===== src/rtl/seven_seg_scan_controller.sv =====
// Time-multiplexed scan controller for a 4-digit common-anode seven-segment display.
// Frame-atomic shadow of the four nibbles, per-digit masking, PWM brightness and blanking guard.
module seven_seg_scan_controller #(
  parameter int unsigned TICKS_PER_DIGIT = 100000
) (
  input  logic        clk,
  input  logic        reset,
  input  logic [15:0] data_in,
  input  logic        load_req,
  output logic        load_ack,
  input  logic [3:0]  digit_en,
  input  logic [3:0]  brightness,
  output logic [3:0]  anode,
  output logic [3:0]  digit_val,
  output logic        frame_start
);

  localparam int unsigned SUB = TICKS_PER_DIGIT / 16;
  localparam int unsigned TW  = (SUB > 1) ? $clog2(SUB) : 1;

  logic [TW-1:0] tick_q, tick_d;
  logic [3:0]    sub_q, sub_d;
  logic [1:0]    digit_q, digit_d;
  logic [15:0]   shadow_q, shadow_d;
  logic [3:0]    en_q, en_d;
  logic [3:0]    bright_q, bright_d;
  logic          load_ack_q, load_ack_d;
  logic          frame_start_q, frame_start_d;

  logic tick_wrap;
  logic frame_end;

  assign tick_wrap = (tick_q == TW'(SUB - 1));
  assign frame_end = tick_wrap && (sub_q == 4'hF) && (digit_q == 2'd3);

  always_comb begin
    tick_d        = tick_q + 1'b1;
    sub_d         = sub_q;
    digit_d       = digit_q;
    shadow_d      = shadow_q;
    en_d          = en_q;
    bright_d      = bright_q;
    load_ack_d    = 1'b0;
    frame_start_d = 1'b0;

    if (tick_wrap) begin
      tick_d = '0;
      sub_d  = sub_q + 4'd1;
      if (sub_q == 4'hF) begin
        digit_d = digit_q + 2'd1;
      end
    end

    // Display configuration is only sampled here so a frame is never torn.
    if (frame_end) begin
      en_d          = digit_en;
      bright_d      = brightness;
      frame_start_d = 1'b1;
      if (load_req) begin
        shadow_d   = data_in;
        load_ack_d = 1'b1;
      end
    end
  end

  // NOTE: state registers use non-blocking assignments only; reset is synchronous, so it lives inside the clocked branch.
  always_ff @(posedge clk) begin
    if (reset) begin
      tick_q        <= '0;
      sub_q         <= '0;
      digit_q       <= '0;
      shadow_q      <= 16'h0000;
      en_q          <= 4'b1111;
      bright_q      <= 4'hF;
      load_ack_q    <= 1'b0;
      frame_start_q <= 1'b0;
    end else begin
      tick_q        <= tick_d;
      sub_q         <= sub_d;
      digit_q       <= digit_d;
      shadow_q      <= shadow_d;
      en_q          <= en_d;
      bright_q      <= bright_d;
      load_ack_q    <= load_ack_d;
      frame_start_q <= frame_start_d;
    end
  end

  logic [3:0] anode_sel;
  logic       lit;

  // Sub-slot 0 is always dark, so digit_val only switches while all anodes are off.
  assign lit = en_q[digit_q] && (sub_q != 4'd0) && (sub_q <= bright_q);

  always_comb begin
    anode_sel = 4'b1110;
    digit_val = shadow_q[3:0];
    case (digit_q)
      2'd0: begin anode_sel = 4'b1110; digit_val = shadow_q[3:0];   end
      2'd1: begin anode_sel = 4'b1101; digit_val = shadow_q[7:4];   end
      2'd2: begin anode_sel = 4'b1011; digit_val = shadow_q[11:8];  end
      2'd3: begin anode_sel = 4'b0111; digit_val = shadow_q[15:12]; end
      default: begin anode_sel = 4'b1111; digit_val = 4'h0; end
    endcase
  end

  assign anode       = lit ? anode_sel : 4'b1111;
  assign load_ack    = load_ack_q;
  assign frame_start = frame_start_q;

endmodule


===== config.mk =====
export PLATFORM = sky130hd
export DESIGN_NAME = seven_seg_scan_controller
export DESIGN_NICKNAME = d
export VERILOG_FILES = /design/src/rtl/seven_seg_scan_controller.sv
export SDC_FILE = /design/constraint.sdc
export NUM_CORES = 1
export LEC_CHECK = 0
export ABC_AREA = 1
export CAP_MARGIN = 15
export CORE_UTILIZATION = 51
export CTS_CLUSTER_SIZE = 10
export DETAILED_ROUTE_END_ITERATION = 10
export DONT_BUFFER_PORTS = 1
export HOLD_SLACK_MARGIN = 0.08
export PLACE_DENSITY = 0.65
export SLEW_MARGIN = 20
export SYNTH_ARGS = -nofsm -noshare
export SYNTH_HDL_FRONTEND = slang
export SYNTH_SLANG_ARGS = --single-unit

===== constraint.sdc =====
create_clock -name clk -period 3.3 [get_ports clk]
set_input_delay 0 -clock clk [delete_from_list [all_inputs] [get_ports clk]]
set_output_delay 0 -clock clk [all_outputs]
set_load 0.01 [all_outputs]

# Word-level counts from Yosys, hierarchy flattened
# Cells that the tools add are included.
# op_classes
addsub,3
order_cmp,2
eq_ne,5
n_mux,7
bitwise,1
reduce_logical,10
# ops
operator,count
$pmux 4 s4,2
$add 13x1->13 const B,1
$eq 13x13->1 const B,1
$add 4x1->4 const B,1
$eq 2x2->1 const B,2
$eq 4x4->1 const B,1
$le 4x4->1,1
$logic_and 1x1->1,4
$mux 4,1
$reduce_and 2->1,2
$reduce_bool 4->1,1
$reduce_or 2->1,2
$lt 2x3->1 const B,1
$mux 1,3
$add 2x1->2 const B,1
$bmux 1 s2,1
$eq 2x1->1 const B,1
$logic_not 2->1,1
$not 1->1,1
# word_totals
reg_bits,45
output_inout_bits,10
wordCells,36

# Logic depth before layout (Yosys ltp)
# Gate-level depths: netlist of the first run.
# logic_depth
word_depth,5
depth_mapped,10
mapped_depth_nobuf,10

# Worst setup path after synthesis of the first run
# No wires, ideal clock.
# synth_path
path_type,register to register
from,reg tick_q[0]
to,reg shadow_q[14]
arrival_time_ns,1.330
path_slack_ns,1.857
stages_incl_launch_ff,10
n_path_buf,1
synth_period_minus_slack_ns,1.443
cell_sequence,dfxtp_1 -> ha_1 -> nand2_1 -> nor2_4 -> nand3_4 -> nor2_8 -> buf_6 -> nand4_1 -> nand2_1 -> nor2_1
# synth_via
elab_chain_len,4
# synth_lines
item,line,text
from (decl),21,"logic [TW-1:0] tick_q, tick_d;"
from (signal assigned),78,tick_q <= tick_d;
$eq 13x13->1,33,assign tick_wrap = (tick_q == TW'(SUB - 1));
$logic_and 1x1->1 (2 in series),34,assign frame_end = tick_wrap && (sub_q == 4'hF) && (digit_q == 2'd3);
$reduce_and 2->1 (no source line),-,
to (signal assigned),81,shadow_q <= shadow_d;
to (decl),24,"logic [15:0] shadow_q, shadow_d;"
# Every way passes these cells.
# A chain may end at the register's enable or synchronous reset.

# Worst setup path after layout of the first run
# layout_path
from,reg digit_q[0]
to,out digit_val[0]
# layout_via
elab_chain_len,2
elab_cells_between_ends,5
cone_classes,eq/ne (3); mux (1); reduce/logical (1)
# layout_lines
item,line,text
from (decl),23,"logic [1:0] digit_q, digit_d;"
from (signal assigned),80,digit_q <= digit_d;
$eq 2x2->1 (tied with other cells),98,case (digit_q)
$pmux 4 s4 *,98,
to (decl),14,"output logic [3:0] digit_val,"
# Every way passes the cells marked *; elsewhere a longest branch is shown, timed or not.

==> key figures, run 1 <==
Final layout
  – Fraction of layout cells with a size suffix above 1: 6.78%
  – Layout net count: 377
  – Fillers: 392
  – Post-Route Utilization: 61.4%
  – Ant diodes: 0
  – Synth-to-Final Area Change: 15.1%
  – Final instance area: 0.00267 mm²
  – Multi-input logic area: 0.00118 mm²
  – Reg area: 901 µm²

Synthesis
  – Post-synth top area share: 38.8%
  – Synth area leader: dfxtp_1
  – Synth cell types: 31
  – Synth area leaders: dfxtp_1, nor2_1, nand2_1
  – Seq cells post-synth: 45
  – Async set or reset register ratio after synthesis: 0%
  – Most numerous cell in the Yosys netlist: nor2_1
  – Top cells by count, synth: nor2_1, nand2_1, dfxtp_1, inv_1, nand3_1
  – Sequential area share after synthesis: 38.8%
  – Mapped Cells: 318
  – Avg Cell Area, Syn: 7.30 µm²
  – Yosys Warn Count: 0
  – Syn_nets: 357
  – Post-synth EDFFs: 0
  – Ys flop type: dfxtp_1
  – Synth Cell Area: 0.00232 mm²

Drt
  – # DRC: 0
  – Vias: 2065
  – Iter 0 DRT Violations: 94
  – Pre-Repair DR Iteration Count: 4
  – Routed WL: 5010 µm
  – Wire length per cell: 12.8 µm
  – ANT nets after route: 0
  – Vias per std cell: 5.28

Power
  – Static Leakage: 1.15 nW
  – Total chip power: 0.985 mW
  – PwrDens: 369 mW/mm²
  – VDD IR-drop max: 0.187 mV

Clock tree
  – Worst-skew pair later-pin latency: 0.31 ns
  – Clock tree root driver cell: clkbuf_8
  – Clock tree from TritonCTS: built
  – H-tree depth: 2
  – Post_cts resized: 0
  – Clk buf depth: 2
  – Sink Count: 45
  – Hold buffers post-CTS: 26
  – Post-CTS Setup Bufs: 0
  – Inserted Clock Buffers: 5
  – Clock slew at reported path FFs: 0.08 ns

GRT
  – Initial antenna violation count: 0
  – Largest net degree at the start of global routing: 30
  – First-pass GRT wire length: 8580 µm
  – GRT Total Usage: 22.4%
  – Global route total overflow: 0
  – Vias in the first global route: 1950

Floorplanning
  – Initial Util: 53.3%
  – Die width: 69.5 µm
  – Die Ht: 69.5 µm
  – Placement Rows: 24
  – CORE AREA: 0.00435 mm²
  – DIE AREA: 0.00483 mm²
  – Boundary Pins: 37

Worst setup path
  – Worst-path cell chain: ha_1, buf_4, a22o_1, a21oi_1, o21ai_0
  – Critical Path Slowest Stage Cell: dfxtp_1
  – Critical path type: flip-flop to output pin
  – CP startpoint kind: flip-flop
  – Arr. time, crit path: 1.89 ns
  – CP endpoint kind: output pin
  – Crit Path Max Fanout: 29
  – Worst Path Required: 3.30 ns
  – Crit-path max cell delay: 0.44 ns

Timing
  – Period utilization: 57.3%
  – Unrepaired setup endpoints after global routing: no
  – Fmax: 0.528 GHz
  – Fin crit period: 1.89 ns
  – Worst-margin pin slew: 0.886 ns
  – Worst slew margin: 40.8%
  – # setup viols final: 0
  – Max Clock Skew: 0.00776 ns
  – Slew Limit Fails: 0
  – Fin. Hold Viols: 0
  – Final TNS setup: 0 ns

Placed design
  – Area of placed instances: 0.00231 mm²
  – Dpl hpwl: 3250 µm
  – PortBufs: 0
  – RD Place Congestion: 0.826

Flow run
  – Max-cap viol count: 0

Hold path
  – Hold crit path type: input port to flip-flop

Status
  – Status: finished clean
## flip-flops by register name, indices dropped and copies added (netlist names)
signal,count
shadow_q,16
sub_q,4
bright_q,4
tick_q,13
frame_start,1
digit_q,2
load_ack,1
en_q,4
## where the power goes
part | switching (mW) | internal [mW]
Sequential | 0.00361 | 0.545
Clock | 0.191 | 0.189
Combinational | 0.0264 | 0.0287
## placed cells by master, fill, tap and decap left out, types with 2 or more instances in the layout
cell,Yosys,final
o21ai_0,9,9
nor2_2,4,4
o21bai_1,2,2
ha_1,12,12
dfxtp_1,45,45
a21oi_1,15,15
dlygate4sd3_1,0,26
nand3_1,29,29
inv_1,39,39
a22o_1,4,4
nand2_1,47,47
nor3_1,7,7
inv_2,2,2
nand4_1,19,19
nor3_2,2,2
nor2_4,2,2
nor2_1,53,53
clkbuf_8,0,7
o21ai_1,2,2
xor2_1,2,2
## final timing paths
path / startpoint / to / slack, ns / cells past startpoint
max: digit_q[0] / digit_val[0] / 1.41 / 5
min: reset / bright_q[3] / 0.29 / 2
max reg2reg: tick_q[0] / shadow_q[0] / 1.49 / 7
min reg2reg: en_q[0] / en_q[0] / 0.48 / 2
## routing by layer
metal,wire length [µm],GRT usage [%]
met4,113,9.07
met2,2390,39.3
met3,242,5.23
met5,0,0
met1,2260,26.1
## cell families (layout without fill, tap and decap cells)
family                     Yosys count  count (layout)  share of synthesized area, %
xor gates and xnor gates             2               2                         0.754
and+or+nand+nor                    169             169                          35.0
buffers and inverters               55              76                          10.2
adders and majority gates           12              12                          6.47
DFF                                 45              45                          38.8
AOI/OAI and AO/OA                   35              35                          8.78
## final cells by class
type / count / area share (%)
Clock buffer: 7 / 3.60
Inverter: 41 / 5.76
Clock inverter: 1 / 0.187
Multi-Input combinational cell: 218 / 44.3
Timing Repair Buffer: 27 / 10.0
Tap cell: 52 / 2.43
Sequential cell: 45 / 33.7
## critical path: cells and delay by family (launching register included)
kind                     cells  cell delay [ns]
buffers and inverters        1             0.30
flip-flops                   1             0.44
adder cells (fa/ha/maj)      1             0.22
AO/OA/AOI/OAI                3             0.62
## per-stage QoR
step	cells	hold WS (ns)	setup WS, ns
after floorplan	318	0.0724	1.86
after global placement	357	0.0740	1.53
after detailed placement	357	0.0751	1.47
after CTS	391	0.300	1.43
after global routing	391	0.342	1.28
final	391	0.287	1.41
Power figures use the tool's default switching activity.
==> run 2, diff against run 1 <==
clock period = 1.78 ns   (was 3.3 ns; I/O delays follow)
==> run 2 against run 1 <==
  * Clock power rose by 66%
  * Cell count rose by 2.0%
  * Non-clock buffer count rose by 8
  * Critical path type unchanged
  * Largest cell class unchanged
  * Highest routed layer unchanged
==> key figures, run 2 (synthesized netlist as in run 1, its figures left out) <==
Floorplanning
  – Die Ht: 69.5 µm (unchanged)
  – CORE AREA: 0.00435 mm² (unchanged)
  – DIE AREA: 0.00483 mm² (unchanged)
  – Initial Util: 53.3% (unchanged)
  – Boundary Pins: 37 (unchanged)
  – Die width: 69.5 µm (unchanged)
  – Placement Rows: 24 (unchanged)

Worst setup path
  – Reg2reg start: tick_q[1] (was tick_q[0])
  – R2R depth: 9 (was 7)
  – CP delay by family, top: compound AO/OA/AOI/OAI gates (unchanged)
  – CP startpoint kind: flip-flop (unchanged)
  – Crit-path max cell delay: 0.39 ns (was 0.44 ns)
  – Arr. time, crit path: 1.67 ns (was 1.89 ns)
  – Worst-path cell chain: inv_1, ha_2, a22o_1, a21oi_1, o21ai_0, buf_4 (was ha_1, buf_4, a22o_1, a21oi_1, o21ai_0)
  – Worst Path Required: 1.78 ns (was 3.30 ns)
  – Worst Path Buf+Inv: 2 (was 1)
  – CP endpoint kind: output pin (unchanged)
  – Critical Path Slowest Stage Cell: dfxtp_4 (was dfxtp_1)
  – Crit Path Max Fanout: 6 (was 29)
  – Cell depth of the worst setup path: 6 (was 5)
  – Critical path type: flip-flop to output pin (unchanged)
  – Critical Path Source: digit_q[0] (unchanged)

Timing
  – Worst setup margin: 0.114 ns (was 1.41 ns)
  – Unrepaired setup endpoints after global routing: no (unchanged)
  – # setup viols final: 0 (unchanged)
  – Fin. Hold Viols: 0 (unchanged)
  – Slew Limit Fails: 0 (unchanged)
  – Worst slew margin: 61.1% (was 40.8%)
  – Fin crit period: 1.67 ns
  – Worst-margin pin slew: 0.582 ns (was 0.886 ns)
  – Fmax: 0.600 GHz
  – Period utilization: 93.6%
  – Final TNS setup: 0 ns (unchanged)
  – Max Clock Skew: 0.00818 ns (was 0.00776 ns)

Flow run
  – Max-cap viol count: 0 (unchanged)

GRT
  – Global route total overflow: 0 (unchanged)
  – Largest net degree at the start of global routing: 29 (was 30)
  – Initial antenna violation count: 0 (unchanged)
  – GRT Total Usage: 21.5% (was 22.4%)
  – First-pass GRT wire length: 8380 µm (was 8580 µm)
  – Vias in the first global route: 1888 (was 1950)

Final layout
  – Most frequent cells in the layout: nor2_1, nand2_1, dfxtp_1, inv_1, nand3_1 (unchanged)
  – Fillers: 387 (was 392)
  – Layout net count: 386 (was 377)
  – Fraction of layout cells with a size suffix above 1: 9.51% (was 6.78%)
  – Ant diodes: 0 (unchanged)
  – Synth-to-Final Area Change: 19.1% (was 15.1%)
  – Most flop-heavy register: shadow_q (unchanged)
  – Leading cell type in the layout, fill and taps excluded: nor2_1 (unchanged)
  – Flip-flop count of the largest register, all copies and words added: 16 (unchanged)
  – Largest regs: shadow_q: 16 flops, tick_q: 13 flops (unchanged)
  – Post-Route Utilization: 63.5% (was 61.4%)
  – Post-route insts no fill: 399 (was 391)

Power
  – Total chip power: 1.76 mW (was 0.985 mW)
  – VDD IR-drop max: 0.370 mV (was 0.187 mV)
  – PwrDens: 635 mW/mm² (was 369 mW/mm²)
  – Static Leakage: 1.17 nW (was 1.15 nW)

Placed design
  – Dpl hpwl: 3210 µm (was 3250 µm)
  – RD Place Congestion: 0.783 (was 0.826)
  – Placed insts: 365 (was 357)
  – Worst slack at placement: 0.121 ns (was 1.47 ns)
  – PortBufs: 0 (unchanged)

Clock tree
  – Clock tree from TritonCTS: built (unchanged)
  – Clk buf depth: 2 (unchanged)
  – Sink Count: 45 (unchanged)
  – Clock slew at reported path FFs: 0.08 ns (about the same)
  – Inserted Clock Buffers: 5 (unchanged)
  – Clock tree root driver cell: clkbuf_8 (unchanged)
  – Worst-skew pair later-pin latency: 0.29 ns (was 0.31 ns)
  – H-tree depth: 2 (unchanged)

Hold path
  – Hold crit path type: input port to flip-flop (unchanged)
  – WHS Path Cells: 3 (was 2)
  – HP Start: brightness[0] (was reset)

Drt
  – Routed WL: 5170 µm (was 5010 µm)
  – Wire length per cell: 12.9 µm (was 12.8 µm)
  – Vias per std cell: 5.23 (was 5.28)
  – Pre-Repair DR Iteration Count: 6 (was 4)
  – ANT nets after route: 0 (unchanged)
  – Vias: 2086 (was 2065)
  – # DRC: 0 (unchanged)
  – Iter 0 DRT Violations: 67 (was 94)

Status
  – Status: finished clean (unchanged)
-- run 2: cell count changes in the layout (fill, tap and decap cells not counted), sizes merged --
| cell | before | now |
|---|---|---|
| nor2 | 60 | 61 |
| buf | 1 | 9 |
| clkinv | 1 | 0 |
-- run 2: final cells by class --
| cell class | instances | area, µm² | area share, % |
|---|---|---|---|
| Inverter | 41 | 154 | 5.57 |
| Tap cell | 52 | 65.1 | 2.35 |
| Multi-Input combinational cell | 219 | 1210 | 43.9 |
| Timing Repair Buffer | 35 | 340 | 12.3 |
| Clock buffer | 7 | 86.3 | 3.12 |
| Sequential cell | 45 | 905 | 32.7 |
-- run 2: metal layers --
metal / global-route usage (%) / wire, µm / part of all wire [%] / vias up
li1: - / - / - / 1094
met1: 27.3 / 2480 / 48 / 943
met2: 36.4 / 2500 / 48 / 41
met3: 4.51 / 163 / 3.2 / 8
met4: 6.58 / 24 / 0.46 / 0
met5: 0 / 0 / 0 / -
-- run 2: metrics by stage --
stage / hold WS [ns] / area, µm²
2_1_floorplan: 0.0724 / 2320
3_3_place_gp: 0.0744 / 2380
3_5_place_dp: 0.0758 / 2380
4_1_cts: 0.385 / 2740
5_1_grt: 0.406 / 2770
6_report: 0.392 / 2770
-- run 2: worst reg2reg max path: stages, from the launching register on --
cell     delay [ns]
dfxtp_1        0.35
inv_1          0.06
ha_1           0.13
nand2_1        0.08
nor2_4         0.18
nand3_4        0.20
nor2_4         0.33
nand4_1        0.13
nand2_1        0.08
nor2_1         0.04
-- run 2: power by group --
group          internal, mW  switching (mW)  leakage [nW]
sequential             1.01         0.00558         0.364
clock                 0.308           0.324        0.0443
combinational        0.0572          0.0510         0.766
total                  1.38           0.381          1.17
-- run 2: timing repair --
action,CTS,global route
pin swaps,0,2
endpoints found under the hold margin,35,0
endpoints found under the setup margin,4,17
buffers inserted,0,0
gates cloned,0,1
resized for setup,3,6
hold buffers,26,0
-- run 2: path summary, 6_finish.rpt --
| check | end | slack (ns) |
|---|---|---|
| max | digit_val[0] | 0.11 |
| max reg2reg | shadow_q[15] | 0.12 |
| min reg2reg | en_q[0] | 0.48 |
| min | bright_q[0] | 0.39 |
